## src/rtl/uart_rx.sv

```systemverilog
// uart_rx: 8N1 serial receiver, LSB first, 16x oversampled from the system clock.
// Ports: clk        system clock, rising edge
//        rst        asynchronous active-low reset
//        rx         serial line, idle high, asynchronous to clk
//        data_out   last correctly framed byte, held until the next good frame
//        data_valid one-clk strobe, data_out updated this cycle
//        frame_err  one-clk strobe, stop bit sampled low
//        busy       high whenever the receiver is not idle
// Build option: define UART_RX_MAJORITY_EN to vote each bit over the scnt 7/8/9 samples.
module uart_rx #(
    parameter int CLK_FREQ = 50000000,
    parameter int BAUD     = 9600,
    parameter int DIV      = CLK_FREQ / (BAUD * 16)
) (
    input  logic       clk,
    input  logic       rst,
    input  logic       rx,
    output logic [7:0] data_out,
    output logic       data_valid,
    output logic       frame_err,
    output logic       busy
);
    localparam logic [2:0] IDLE  = 3'd0;
    localparam logic [2:0] START = 3'd1;
    localparam logic [2:0] DATA  = 3'd2;
    localparam logic [2:0] STOP  = 3'd3;
    localparam logic [2:0] BRK   = 3'd4;
    localparam int DW = (DIV > 1) ? $clog2(DIV) : 1;

    logic          rx_m_q, rx_s_q, rx_p_q;
    logic [2:0]    state_q, state_d;
    logic [DW-1:0] dcnt_q, dcnt_d;
    logic [3:0]    scnt_q, scnt_d;
    logic [2:0]    bidx_q, bidx_d;
    logic [7:0]    shift_q, shift_d, dout_q, dout_d;
    logic          dv_q, dv_d, fe_q, fe_d;
    logic          tick, decide, bit_v;

    // dcnt sits at 0 while idle, so no tick can fire there
    assign tick = dcnt_q == DW'(DIV - 1);

`ifdef UART_RX_MAJORITY_EN
    logic s7_q, s8_q;
    assign decide = tick && scnt_q == 4'd9;
    assign bit_v  = (s7_q & s8_q) | (s7_q & rx_s_q) | (s8_q & rx_s_q);
    always_ff @(posedge clk or negedge rst) begin
        if (!rst) begin
            s7_q <= 1'b1;
            s8_q <= 1'b1;
        end else begin
            if (tick && scnt_q == 4'd7) s7_q <= rx_s_q;
            if (tick && scnt_q == 4'd8) s8_q <= rx_s_q;
        end
    end
`else
    assign decide = tick && scnt_q == 4'd8;
    assign bit_v  = rx_s_q;
`endif

    always_comb begin
        state_d = state_q;
        dcnt_d  = tick ? '0 : dcnt_q + 1'b1;
        scnt_d  = tick ? scnt_q + 4'd1 : scnt_q;
        bidx_d  = bidx_q;
        shift_d = shift_q;
        dout_d  = dout_q;
        dv_d    = 1'b0;
        fe_d    = 1'b0;
        case (state_q)
            IDLE: begin
                dcnt_d = '0;
                scnt_d = '0;
                if (rx_p_q && !rx_s_q) state_d = START;
            end
            START: if (decide) begin
                state_d = bit_v ? IDLE : DATA;
                bidx_d  = 3'd0;
            end
            DATA: if (decide) begin
                shift_d = {bit_v, shift_q[7:1]};
                bidx_d  = bidx_q + 3'd1;
                if (bidx_q == 3'd7) state_d = STOP;
            end
            STOP: if (decide) begin
                state_d = bit_v ? IDLE : BRK;
                dout_d  = bit_v ? shift_q : dout_q;
                dv_d    = bit_v;
                fe_d    = !bit_v;
            end
            BRK: begin
                dcnt_d = '0;
                scnt_d = '0;
                if (rx_s_q) state_d = IDLE;
            end
            default: state_d = IDLE;
        endcase
    end

    always_ff @(posedge clk or negedge rst) begin
        if (!rst) begin
            rx_m_q  <= 1'b1;
            rx_s_q  <= 1'b1;
            rx_p_q  <= 1'b1;
            state_q <= IDLE;
            dcnt_q  <= '0;
            scnt_q  <= '0;
            bidx_q  <= '0;
            shift_q <= '0;
            dout_q  <= '0;
            dv_q    <= 1'b0;
            fe_q    <= 1'b0;
        end else begin
            rx_m_q  <= rx;
            rx_s_q  <= rx_m_q;
            rx_p_q  <= rx_s_q;
            state_q <= state_d;
            dcnt_q  <= dcnt_d;
            scnt_q  <= scnt_d;
            bidx_q  <= bidx_d;
            shift_q <= shift_d;
            dout_q  <= dout_d;
            dv_q    <= dv_d;
            fe_q    <= fe_d;
        end
    end

    assign data_out   = dout_q;
    assign data_valid = dv_q;
    assign frame_err  = fe_q;
    assign busy       = state_q != IDLE;
endmodule

```

## config.mk

```make
export PLATFORM = sky130hd
export DESIGN_NAME = uart_rx
export DESIGN_NICKNAME = d
export VERILOG_FILES = /design/src/rtl/uart_rx.sv
export SDC_FILE = /design/constraint.sdc
export NUM_CORES = 1
export LEC_CHECK = 0
export BUFFER_PORTS_ARGS = -buffer_cell sky130_fd_sc_hd__buf_4
export CORE_MARGIN = 3
export CORE_UTILIZATION = 45
export DETAILED_ROUTE_END_ITERATION = 8
export PLACE_DENSITY = 0.6
export SLEW_MARGIN = 20
export SYNTH_ARGS = -nofsm -noshare
export SYNTH_HDL_FRONTEND = slang
export SYNTH_SLANG_ARGS = --single-unit
```

## constraint.sdc

```tcl
create_clock -name clk -period 3.5 [get_ports clk]
set_clock_uncertainty 0.05 [all_clocks]
set_input_delay 0.7 -clock clk [delete_from_list [all_inputs] [get_ports clk]]
set_output_delay 0.7 -clock clk [all_outputs]
set_load 0.02 [all_outputs]
```

# Word-level counts from Yosys, hierarchy flattened
# Cells that the tools add are included.
word_totals:
  wordCells: 59
  regBits: 40
  input_bits: 3
op_classes:
  n_eq_ne: 13
  n_reduce_logical: 12
  n_addsub: 3
  mux: 20
op_table:
  columns: ["operator", "n"]
  rows:
  - ["3-bit 2-to-1 mux", 9]
  - ["9-bit 2-to-1 mux", 2]
  - ["3-bit one-hot mux with 5 select lines", 1]
  - ["2-bit inequality test (second input constant)", 6]
  - ["9-bit by 1-bit adder with 9-bit output (second input constant)", 1]
  - ["9-bit == test (second input constant)", 1]
  - ["4-bit 2-to-1 mux", 2]
  - ["3-bit by 2-bit == test with 1-bit output (second input constant)", 2]
  - ["3-bit == test (second input constant)", 2]
  - ["3-bit one-hot mux with 2 select lines", 1]
  - ["3-bit AND reduction", 2]
  - ["6-bit AND reduction", 1]
  - ["4-bit by 1-bit adder with 4-bit output (second input constant)", 1]
  - ["4-bit == test (second input constant)", 1]
  - ["1-bit 2-to-1 mux", 4]
  - ["2-bit nonzero test", 2]
  - ["3-bit by 1-bit adder with 3-bit output (second input constant)", 1]
  - ["3-bit by 1-bit == test with 1-bit output (second input constant)", 1]
  - ["3-bit zero test", 1]
  - ["3-bit nonzero test", 1]
  - ["1-bit logical AND", 2]
  - ["2-bit 2-to-1 mux", 1]
  - ["2-bit AND reduction", 1]
  - ["2-bit OR reduction", 1]
  - ["1-bit zero test", 1]

# Depth between registers and ports, before layout
depth:
  word_depth: 4
  depth_mapped: 6
  mapped_depth_nobuf: 6

# Least setup slack after synthesis
# No wires, ideal clock.
synth_timing:
  path_kind: "register to register"
  from: "register dcnt_q[0]"
  to: "register shift_q[0]"
  required_time_ns: 3.322
  arrival_time_ns: 1.630
  n_path_buf: 0
  stages_incl_launch_ff: 7
  path_slack_ns: 1.692
  setup_ns: 0.128
  path_cell_list: "dfrtp_1 inv_1 ha_1 and4bb_2 nand4_4 nor2_4 mux2_1"
synth_via:
  elab_chain_len: 3
synth_rtl:
  columns: ["item", "line", "source"]
  rows:
  - ["start: declaration", "32", "logic [DW-1:0] dcnt_q, dcnt_d;"]
  - ["start signal: assignment", "117", "dcnt_q <= dcnt_d;"]
  - ["9-bit == test", "40", "assign tick = dcnt_q == DW'(DIV - 1);"]
  - ["1-bit logical AND", "56", "assign decide = tick && scnt_q == 4'd8;"]
  - ["2-bit AND reduction (no source line)", null, null]
  - ["end signal: assignment", "120", "shift_q <= shift_d;"]
  - ["end: declaration", "35", "logic [7:0] shift_q, shift_d, dout_q, dout_d;"]
# No other way between the ends.
# A chain may end at the register's enable or synchronous reset.

# Final worst setup path
layout_timing:
  from: "register state_q[0]"
  to: "output port busy"
layout_via:
  elab_chain_len: 1
layout_rtl:
  columns: ["item", "line", "source"]
  rows:
  - ["start: declaration", "31", "logic [2:0] state_q, state_d;"]
  - ["start signal: assignment", "116", "state_q <= state_d;"]
  - ["3-bit nonzero test", "130", "assign busy = state_q != IDLE;"]
  - ["end: declaration", "21", "output logic busy"]
# No other way between the ends.

==> run_results.csv <==
group,metric,value,unit
status,status,"finished, final reports clean",
logic_synthesis,syn-mean-instance-area,12.5,um2
finish,diodes,0,
routing,drtPass1Iterations,4,
global_route,grt_overflow_total,0,
global_route,grt_pass1_wl,4.97,mm
global_route,grt_pass1_vias,1082,
die,core,3740,um2
logic_synthesis,syn_nets,151,
logic_synthesis,synth.distinct_cells,32,
routing,wl_met2,1.35,mm
timing,drv_slew,0,
routing,topRoutingLayerUsed,"met4",
clock_network,numCtsBuffers,5,
timing,slew-limit-headroom,51.0,%
finish,nNetsFinal,169,
clock_network,cts.clk_slew.worst_paths,0.08,ns
routing,drc,0,
timing,finalCritPeriodShare,61.4,%
clock_network,clk_path_buf_depth,2,
power_and_ir_drop,p_leak,1.05,nW
routing,wl_met1,1.38,mm
die,die_h,68.9,um
logic_synthesis,synth-seq-cells,40,
setup_path,crit_arrival,1.40,ns
power_and_ir_drop,p_per_area,512,nW/um2
logic_synthesis,yosysTopAreaCell,"dfrtp_1",
timing,setup_viol,0,
clock_network,cts_tree,"yes",
setup_path,worstPathMaxFanout,13,
clock_network,clk_latency,0.29,ns
setup_path,worstSetupPathType,"reg -> out",
global_route,antenna_found_initial,0,
routing,avgViaCountPerCell,5.34,
routing,finalWirelength,2.90,mm
clock_network,clock_sinks,40,
place,gp_congestion,0.838,
finish,seq_area,1000,um2
setup_path,startpoint_type,"flip-flop",
timing,finalCriticalPeriod,2.15,ns
timing,rsz0062_at_grt,"no",
power_and_ir_drop,peakVddDrop,267,uV
timing,hold_slack,0.303,ns
clock_network,cts_resized,0,
timing,timing.fmax,465,MHz
clock_network,ctsHtreeMaxLevel,2,
die,dieArea,4740,um2
logic_synthesis,ys.warnings.count,0,
logic_synthesis,syn_area,1780,um2
place,dp_hpwl,2.02,mm
logic_synthesis,netlist_instances,142,
finish,fin_area,2050,um2
logic_synthesis,ys_seq_area_share,56.5,%
place,place_area,1930,um2
timing,worstMarginPinSlew,0.735,ns
routing,routedWlPerCell,13.9,um
routing,route.met3.wl,118,um
logic_synthesis,synth_area_leaders,"dfrtp_1, mux2_1, dfstp_2",
routing,drt.antenna.violating_nets,0,
place,portBuffers,13,
die,rows,22,
finish,nFillCells,330,
setup_path,end_kind,"output pin",
hold_path,min_path_type,"in -> async",
timing,hold_viol,0,
finish,drive_gt1_share,18.0,%
die,initial_core_util,47.5,%
global_route,grt_max_degree,41,
global_route,grtUsageTotal,14.5,%
die,num_io_pins,14,
routing,num_vias,1116,
run,maxCapViolations,0,
clock_network,cts_root_buf,"clkbuf_8",
routing,drt_iter0_markers,61,
clock_network,cts_setup_buffers,0,
timing,fin_setup_tns,0,ns
clock_network,hold_buffers,0,
finish,multi_input_area,748,um2
setup_path,crit_required,2.75,ns
finish,area_growth,15.0,%
logic_synthesis,synth_top_area_share,52.0,%
die,die_w,68.9,um
area by class of cell:
cell class,count,area share [%]
tap,48,2.94
clock inverter,3,2.32
multi-input combinational,95,36.6
inverter,5,0.917
sequential,40,49.1
clock buffer,5,3.36
timing repair buffer,13,4.77
metrics by stage:
step                      worst slack, ns  power (mW)  std cells  util, %
after detailed placement             1.52       0.681        201     51.5
after global placement               1.59       0.674        201     51.5
after global routing                 1.28        1.11        209     54.6
final                                1.35        1.05        209     54.6
after floorplan                      1.69       0.641        142        -
after CTS                            1.34        1.06        209     54.6
logic make-up (layout without fill, tap and decap cells):
group	count (synthesis)	in the layout	synth area share, %
compound gates	10	10	3.66
xor+xnor	10	10	4.92
fa+ha+maj	6	6	4.22
buf+inv	7	26	1.48
flops	40	40	56.5
mux	17	17	10.7
simple gates	52	52	18.6
power breakdown:
group,internal [mW],leakage (nW),switching (mW),total [mW]
clock,0.215,0.0583,0.163,0.378
sequential,0.505,0.530,0.0569,0.562
combinational,0.0550,0.463,0.0518,0.107
total,0.775,1.05,0.272,1.05
metal layers:
metal,vias up,GRT usage [%]
met5,-,0
met4,0,5.84
met3,7,5.35
met2,20,21.9
met1,557,18.9
li1,532,-
sequential cells by signal, summed over array words and instances, names as in the netlist:
| register | count |
|---|---|
| data_out | 8 |
| frame_err | 1 |
| bit_v | 1 |
| data_valid | 1 |
| rx_p_q | 1 |
| shift_q | 8 |
| state_q | 3 |
| scnt_q | 4 |
| bidx_q | 3 |
| rx_m_q | 1 |
| dcnt_q | 9 |
placed cells by master (no fill, tap or decap), types with 2 or more instances in the layout:
master / netlist / routed
and4_1: 2 / 2
nand3_1: 5 / 5
nand2_1: 4 / 4
xor2_1: 7 / 7
buf_4: 0 / 13
dfstp_2: 3 / 3
nor2b_1: 2 / 2
and3_1: 2 / 2
a21oi_1: 5 / 5
nand4_1: 5 / 5
ha_1: 6 / 6
a211o_1: 2 / 2
xnor2_1: 3 / 3
inv_1: 5 / 5
clkbuf_8: 0 / 5
clkinv_4: 0 / 2
dfrtp_1: 37 / 37
and4bb_2: 2 / 2
nand4bb_1: 2 / 2
nor2_1: 18 / 18
nor3b_1: 2 / 2
mux2_1: 16 / 16
path summary, 6_finish.rpt:
path                                             start                      to  slack [ns]  cells past startpoint
worst min-delay path                               rst  shift_q[4]$_DFFE_PN0P_        0.30                      1
worst max-delay path            state_q[0]$_DFFE_PN0P_                    busy        1.35                      2
max in group asynchronous                          rst        rx_p_q$_DFF_PN1_        2.72                      1
worst max register to register     dcnt_q[0]$_DFF_PN0_  shift_q[2]$_DFFE_PN0P_        1.53                      6
worst min register to register        rx_m_q$_DFF_PN1_         bit_v$_DFF_PN1_        0.31                      0
min in group clk                      rx_m_q$_DFF_PN1_         bit_v$_DFF_PN1_        0.31                      0
synthesized netlist by cell type:
library cell	n
a211oi_1	1
and2b_1	1
dfstp_2	3
a21oi_1	5
nand3_1	5
and4bb_2	2
a211o_1	2
o311ai_1	1
or3_1	1
and4_1	2
nor3_1	1
dfrtp_1	37
and3b_1	1
nor2_4	1
o22ai_1	1
and3_1	2
nand4_1	5
xnor2_1	3
mux2i_1	1
nor2_1	18
ha_1	6
nand4_4	1
xor2_1	7
inv_1	5
nand4bb_1	2
nand2b_1	1
mux2_1	16
nor2b_1	2
nor2_8	1
clkbuf_1	2
nor3b_1	2
nand2_1	4
critical path, stage by stage, from the launching register on:
cell,delay (ns)
dfrtp_1,0.54
or3_1,0.41
buf_4,0.17
Power figures use the tool's default switching activity.
